File: src/rtl/window_gen_pkg.sv
// Shared image-pipeline definitions: pixel width, default frame size and the
// window generator FSM state encoding.
package window_gen_pkg;

    localparam int unsigned PIX_W     = 8;
    localparam int unsigned IMG_W_DEF = 64;
    localparam int unsigned IMG_H_DEF = 64;

    typedef logic [PIX_W-1:0] pix_t;

    typedef enum logic [1:0] {
        IDLE = 2'd0,
        FILL = 2'd1,
        RUN  = 2'd2,
        DONE = 2'd3
    } state_t;

endpackage

File: src/rtl/window_gen_if.sv
// Pixel stream in / 3x3 window out bundle for the window generator.
//   master : pixel source and filter side (drives en, pix_valid, pix_in)
//   slave  : window_gen (drives sw_pixels1..9, act, frame_done)
interface window_gen_if;
    import window_gen_pkg::*;

    logic en;
    logic pix_valid;
    pix_t pix_in;
    pix_t sw_pixels1;
    pix_t sw_pixels2;
    pix_t sw_pixels3;
    pix_t sw_pixels4;
    pix_t sw_pixels5;
    pix_t sw_pixels6;
    pix_t sw_pixels7;
    pix_t sw_pixels8;
    pix_t sw_pixels9;
    logic act;
    logic frame_done;

    modport master (
        output en, pix_valid, pix_in,
        input  sw_pixels1, sw_pixels2, sw_pixels3,
        input  sw_pixels4, sw_pixels5, sw_pixels6,
        input  sw_pixels7, sw_pixels8, sw_pixels9,
        input  act, frame_done
    );

    modport slave (
        input  en, pix_valid, pix_in,
        output sw_pixels1, sw_pixels2, sw_pixels3,
        output sw_pixels4, sw_pixels5, sw_pixels6,
        output sw_pixels7, sw_pixels8, sw_pixels9,
        output act, frame_done
    );

endinterface

File: src/rtl/line_buffer.sv
// Single-line pixel store for the window generator.
//   clk   : write clock
//   we    : write enable
//   addr  : shared read/write address (column)
//   wdata : write data
//   rdata : combinational read of addr, returns the value before this write
// Contents are intentionally not reset; the frame fill overwrites them.
module line_buffer #(
    parameter int unsigned DEPTH  = 64,
    parameter int unsigned DATA_W = 8
) (
    input  logic                     clk,
    input  logic                     we,
    input  logic [$clog2(DEPTH)-1:0] addr,
    input  logic [DATA_W-1:0]        wdata,
    output logic [DATA_W-1:0]        rdata
);

    logic [DATA_W-1:0] mem [DEPTH];

    assign rdata = mem[addr];

    always_ff @(posedge clk) begin
        if (we) begin
            mem[addr] <= wdata;
        end
    end

endmodule

File: src/rtl/window_gen.sv
// 3x3 sliding-window generator over a raster pixel stream.
//   clk, rst : clock, asynchronous active-high reset
//   bus      : en / pix_valid / pix_in in; sw_pixels1..9 (row-major window),
//              act (window valid, 1 cycle after the pixel) and frame_done out
module window_gen
    import window_gen_pkg::*;
#(
    parameter int unsigned IMG_W = IMG_W_DEF,
    parameter int unsigned IMG_H = IMG_H_DEF
) (
    input  logic         clk,
    input  logic         rst,
    window_gen_if.slave  bus
);

    localparam int unsigned COL_W = $clog2(IMG_W);
    localparam int unsigned ROW_W = $clog2(IMG_H);

    state_t           state;
    logic [COL_W-1:0] col;
    logic [ROW_W-1:0] row;
    pix_t             win [9];
    logic             act;
    logic             frame_done;
    pix_t             lb0_rd;
    pix_t             lb1_rd;
    logic             accept;
    logic             col_last;
    logic             row_last;

    // en low in FILL/RUN aborts, so a pixel in that cycle is dropped
    assign accept   = bus.pix_valid && bus.en && ((state == FILL) || (state == RUN));
    assign col_last = (col == COL_W'(IMG_W - 1));
    assign row_last = (row == ROW_W'(IMG_H - 1));

    // lb0 holds row-1, lb1 holds row-2; lb1 takes lb0's old value at col
    line_buffer #(.DEPTH(IMG_W), .DATA_W(PIX_W)) u_lb0 (
        .clk   (clk),
        .we    (accept),
        .addr  (col),
        .wdata (bus.pix_in),
        .rdata (lb0_rd)
    );

    line_buffer #(.DEPTH(IMG_W), .DATA_W(PIX_W)) u_lb1 (
        .clk   (clk),
        .we    (accept),
        .addr  (col),
        .wdata (lb0_rd),
        .rdata (lb1_rd)
    );

    // Frame FSM with raster counters and registered strobes
    always_ff @(posedge clk or posedge rst) begin
        if (rst) begin
            state      <= IDLE;
            row        <= '0;
            col        <= '0;
            act        <= 1'b0;
            frame_done <= 1'b0;
        end else begin
            act        <= 1'b0;
            frame_done <= 1'b0;
            case (state)
                IDLE: begin
                    if (bus.en) begin
                        state <= FILL;
                    end
                end
                FILL, RUN: begin
                    if (!bus.en) begin
                        state <= IDLE;
                        row   <= '0;
                        col   <= '0;
                    end else if (accept) begin
                        act <= (row >= ROW_W'(2)) && (col >= COL_W'(2));
                        if (col_last) begin
                            col <= '0;
                            row <= row + ROW_W'(1);
                        end else begin
                            col <= col + COL_W'(1);
                        end
                        if ((state == FILL) && (row == ROW_W'(2)) && (col == '0)) begin
                            state <= RUN;
                        end
                        if ((state == RUN) && row_last && col_last) begin
                            state      <= DONE;
                            frame_done <= 1'b1;
                            row        <= '0;
                            col        <= '0;
                        end
                    end
                end
                // Going straight to FILL keeps the next frame's first pixel
                DONE: begin
                    state <= bus.en ? FILL : IDLE;
                end
                default: begin
                    state <= IDLE;
                end
            endcase
        end
    end

    // Window shifts left on each accepted pixel, new column enters on the right
    always_ff @(posedge clk or posedge rst) begin
        if (rst) begin
            for (int i = 0; i < 9; i++) begin
                win[i] <= '0;
            end
        end else if (accept) begin
            win[0] <= win[1];
            win[1] <= win[2];
            win[2] <= lb1_rd;
            win[3] <= win[4];
            win[4] <= win[5];
            win[5] <= lb0_rd;
            win[6] <= win[7];
            win[7] <= win[8];
            win[8] <= bus.pix_in;
        end
    end

    assign bus.sw_pixels1 = win[0];
    assign bus.sw_pixels2 = win[1];
    assign bus.sw_pixels3 = win[2];
    assign bus.sw_pixels4 = win[3];
    assign bus.sw_pixels5 = win[4];
    assign bus.sw_pixels6 = win[5];
    assign bus.sw_pixels7 = win[6];
    assign bus.sw_pixels8 = win[7];
    assign bus.sw_pixels9 = win[8];
    assign bus.act        = act;
    assign bus.frame_done = frame_done;

endmodule

File: src/flat_wrapper.sv
// flat-port wrapper written by rule: the top's interface ports become plain ports
module window_gen_flat import window_gen_pkg::*;
#(
    parameter int unsigned IMG_W = IMG_W_DEF,
    parameter int unsigned IMG_H = IMG_H_DEF
)
  (clk, rst, bus_en, bus_pix_valid, bus_pix_in, bus_sw_pixels1, bus_sw_pixels2, bus_sw_pixels3, bus_sw_pixels4, bus_sw_pixels5, bus_sw_pixels6, bus_sw_pixels7, bus_sw_pixels8, bus_sw_pixels9, bus_act, bus_frame_done);
  window_gen_if bus_i ();
  input  logic clk;
  input  logic rst;
  input wire logic [$bits(bus_i.en)-1:0] bus_en;
  input wire logic [$bits(bus_i.pix_valid)-1:0] bus_pix_valid;
  input wire logic [$bits(bus_i.pix_in)-1:0] bus_pix_in;
  output wire logic [$bits(bus_i.sw_pixels1)-1:0] bus_sw_pixels1;
  output wire logic [$bits(bus_i.sw_pixels2)-1:0] bus_sw_pixels2;
  output wire logic [$bits(bus_i.sw_pixels3)-1:0] bus_sw_pixels3;
  output wire logic [$bits(bus_i.sw_pixels4)-1:0] bus_sw_pixels4;
  output wire logic [$bits(bus_i.sw_pixels5)-1:0] bus_sw_pixels5;
  output wire logic [$bits(bus_i.sw_pixels6)-1:0] bus_sw_pixels6;
  output wire logic [$bits(bus_i.sw_pixels7)-1:0] bus_sw_pixels7;
  output wire logic [$bits(bus_i.sw_pixels8)-1:0] bus_sw_pixels8;
  output wire logic [$bits(bus_i.sw_pixels9)-1:0] bus_sw_pixels9;
  output wire logic [$bits(bus_i.act)-1:0] bus_act;
  output wire logic [$bits(bus_i.frame_done)-1:0] bus_frame_done;
  assign bus_i.en = bus_en;
  assign bus_i.pix_valid = bus_pix_valid;
  assign bus_i.pix_in = bus_pix_in;
  assign bus_sw_pixels1 = bus_i.sw_pixels1;
  assign bus_sw_pixels2 = bus_i.sw_pixels2;
  assign bus_sw_pixels3 = bus_i.sw_pixels3;
  assign bus_sw_pixels4 = bus_i.sw_pixels4;
  assign bus_sw_pixels5 = bus_i.sw_pixels5;
  assign bus_sw_pixels6 = bus_i.sw_pixels6;
  assign bus_sw_pixels7 = bus_i.sw_pixels7;
  assign bus_sw_pixels8 = bus_i.sw_pixels8;
  assign bus_sw_pixels9 = bus_i.sw_pixels9;
  assign bus_act = bus_i.act;
  assign bus_frame_done = bus_i.frame_done;
  window_gen #(.IMG_W(IMG_W), .IMG_H(IMG_H)) u_core (.clk(clk), .rst(rst), .bus(bus_i));
endmodule
File: config.mk
export PLATFORM = sky130hd
export DESIGN_NAME = window_gen_flat
export DESIGN_NICKNAME = d
export VERILOG_FILES = /design/src/rtl/window_gen_pkg.sv /design/src/rtl/window_gen_if.sv /design/src/rtl/line_buffer.sv /design/src/rtl/window_gen.sv /design/src/flat_wrapper.sv
export SDC_FILE = /design/constraint.sdc
export NUM_CORES = 1
export LEC_CHECK = 0
export CORE_ASPECT_RATIO = 1.2
export CORE_MARGIN = 4
export CORE_UTILIZATION = 45
export DETAILED_ROUTE_END_ITERATION = 8
export DONT_BUFFER_PORTS = 1
export PLACE_DENSITY = 0.58
export SLEW_MARGIN = 20
export SYNTH_ARGS = -nofsm -noshare
export SYNTH_HDL_FRONTEND = slang
export SYNTH_HIERARCHICAL = 1
export SYNTH_SLANG_ARGS = --single-unit
File: constraint.sdc
create_clock -name clk -period 4.1 [get_ports clk]
set_input_delay 0.41 -clock clk [delete_from_list [all_inputs] [get_ports clk]]
set_output_delay 0.41 -clock clk [all_outputs]
set_load 0.05 [all_outputs]
==> results.toml <==
[yosys]
synth_top_cell_area_share_pct = 69.4
ys.flop_type = "edfxtp_1"
avgSynthCellArea_um2 = 16.2
syn-instance-count = 2741
synth_area_um2 = 44300
synthArstFlopShare_pct = 7.91
synth_top_area_cell = "edfxtp_1"
ys_ff_latch = 1112
yosysMostFrequentCell = "edfxtp_1"
synth_edf_count = 1024
netlist_top_cells_area = "edfxtp_1 69%, dfrtp_1 5.0%, mux4_2 4.2%"
synthTopCellsByCount = "1024 x edfxtp_1, 316 x nand2_1, 165 x nor2_1, 127 x mux2i_1, 88 x dfrtp_1"
ys_types = 68
ys_warn_count = 6
synthesis.nets = 2763
synth_seq_area_share_pct = 74.3

[global_route]
grt_first_pass_wirelength_mm = 174
grtUsageMet3_pct = 3.09
grtUsageTotal_pct = 22.7
grt_pass1_vias = 25800
grt_antenna_before_repair = 1
grtUsageMet1_pct = 28.5
top_usage_layer = "met2"
use_met2_pct = 39.5
gr-total-overflow = 0
grt_max_degree = 77

[routing]
vias = 25700
dr.pass1.iters = 6
routedWlPerCell_um = 27.7
via_per_inst = 6.01
ant_nets = 0
wl_mm = 118
dr.first_iter.drc_count = 2632
drc = 0

[sta]
max_freq_mhz = 251
tightest_slew_ps = 1130
setup_viol = 0
relSlewSlack_pct = 24.8
period_share_pct = 97.0
slew_violations = 0
hold_viol = 0
grt_setup_unrepaired = "false"
fin_tns_setup_ps = 0
skew_ps = 27.7
min_period_ps = 3980

[pwr]
power_density_nw_per_um2 = 657
peakVddDrop_v = 0.000431
leakage_uw = 0.0169

[critical_path]
r2r_slack_ps = 120
crit_start = "u_core/col[1]"
crit_required_ps = 4470
max_stage_delay_ps = 810
startpoint_type = "register"
endpoint_kind = "register"
timing.rr.end = "u_core/u_lb1/mem[35][3]"
cp.arrival_ps = 4350
path_cells = "buf_4 > nor2b_1 > a22oi_1 > and3_1 > o311ai_0 > buf_4 > or4_2 > buf_4"
cp_slowest_cell = "dfrtp_4"
crit_path_frequent_cell = "buf_4"
worstSetupEndpoint = "u_core/u_lb1/mem[35][3]"
crit_type = "register to register"
crit_fanout = 65
r2r_cells = 8
timing.rr.start = "u_core/col[1]"

[floorplan]
die_x_um = 294
die_y_um = 352
pin_count = 86
core_um2 = 97300
rows = 125
die-area_um2 = 104000
start_util_pct = 45.6

[final_layout]
num-fill-cells = 7833
drive_gt1_share_pct = 17.7
seqCellArea_um2 = 33000
final_util_pct = 52.4
syn2layout_area_growth_pct = 15.0
nets = 2929
multi_input_area_um2 = 10500

[cts]
cts.htree.levels = 3
cts-root-buf = "clkbuf_16"
cts_tree = "yes"
clk_pin_slew_ps = 60
clock-sinks = 1112
cts_buffers = 112
cts_buffer_depth = 3
clock_latency_ps = 670

[run_status]
status = "completed"

[min_path]
hold_path_class = "input pin to register"
min_path_cells = 3

[place]
io_buffers = 0
post-dp-hpwl_mm = 76.4
gp_congestion = 0.898

[job]
maxCapViolCount = 0
routing by layer:
| layer | part of all wire [%] | wire length (µm) |
|---|---|---|
| met1 | 38 | 45300 |
| met5 | 0 | 0 |
| met4 | 4.9 | 5830 |
| met2 | 51 | 60100 |
| met3 | 5.9 | 7010 |
how the worst min path moves through the flow:
stage                  startpoint                 endpoint
floorplan           u_core/row[0]            u_core/row[0]
global placement    u_core/row[0]            u_core/row[0]
detailed placement  bus_pix_in[5]  u_core/u_lb0/mem[21][5]
CTS                 bus_pix_valid            u_core/row[2]
global route        bus_pix_valid            u_core/row[2]
finish              bus_pix_valid            u_core/row[2]
final cells by class:
cell class,count,area share [%]
Sequential cell,1112,64.7
Multi-Input combinational cell,1433,20.5
Timing Repair Buffer,232,4.07
Inverter,16,0.123
Clock inverter,76,1.69
Clock buffer,130,5.76
Tap cell,1270,3.12
Antenna cell,2,0.00982
cells by family (layout without fill, tap and decap cells):
kind of cell	Yosys count	count (layout)	share of synthesized area, %
AOI/OAI and AO/OA	476	476	7.97
xor gates and xnor gates	2	2	0.0395
adders and majority gates	10	10	0.282
buffers and inverters	196	454	2.09
DFF	1112	1112	74.3
muxes	233	233	7.64
other	0	2	0
and+or+nand+nor	712	712	7.62
repair_timing:
item                       CTS  global route
hold endpoints to repair   583             0
setup endpoints to repair    0            65
hold buffers                11             0
resized for setup            0             2
setup buffers                0             0
state kept, by name, summed over array words and instances, names as in the netlist:
signal,count
u_core/u_lb0/mem,512
u_core/u_lb1/mem,512
u_core/bus.sw_pixels1,8
u_core/bus.sw_pixels2,8
u_core/bus.sw_pixels3,8
u_core/bus.sw_pixels4,8
u_core/bus.sw_pixels5,8
u_core/bus.sw_pixels6,8
u_core/bus.sw_pixels7,8
u_core/bus.sw_pixels8,8
u_core/bus.sw_pixels9,8
u_core/col,6
u_core/row,6
u_core/state,2
u_core/bus.act,1
u_core/bus.frame_done,1
layout by cell type, fill, tap and decap left out, types with 23 or more instances in the layout:
cell type	count
a22oi_1	81
dfrtp_1	85
o22ai_1	44
a22o_1	23
nand2b_1	49
a221oi_1	43
nand3b_1	24
a21oi_1	59
mux2i_1	127
buf_4	208
a31oi_1	30
o21ai_0	27
nor2_1	161
mux4_2	82
clkbuf_16	115
edfxtp_1	1024
nand2_1	316
power breakdown:
group	leakage (µW)	switching [µW]	internal (µW)
Clock	0.00183	4220	6240
Sequential	0.0103	1640	13900
Combinational	0.00473	4930	2550
Total	0.0169	10800	22700
stage by stage:
stage          cell area [µm²]  hold slack (ps)  setup WS, ps  total power [µW]  std cells
4_1_cts                  50900             22.4          96.1             33700       4269
3_3_place_gp             46900              511           312             23000       4052
6_report                 51000             58.8           122             33500       4271
5_1_grt                  50900             44.6          24.0             34700       4269
3_5_place_dp             46900              516           133             23100       4052
2_1_floorplan            44300              478           436             20100       2741
critical path, delay by kind of cell (launching register included):
| family | cells | cell delay [ps] |
|---|---|---|
| simple gates | 3 | 860 |
| buf+inv | 3 | 1100 |
| compound gates | 2 | 790 |
| flops | 1 | 810 |
Note: power is estimated with default switching activity, not from simulation.
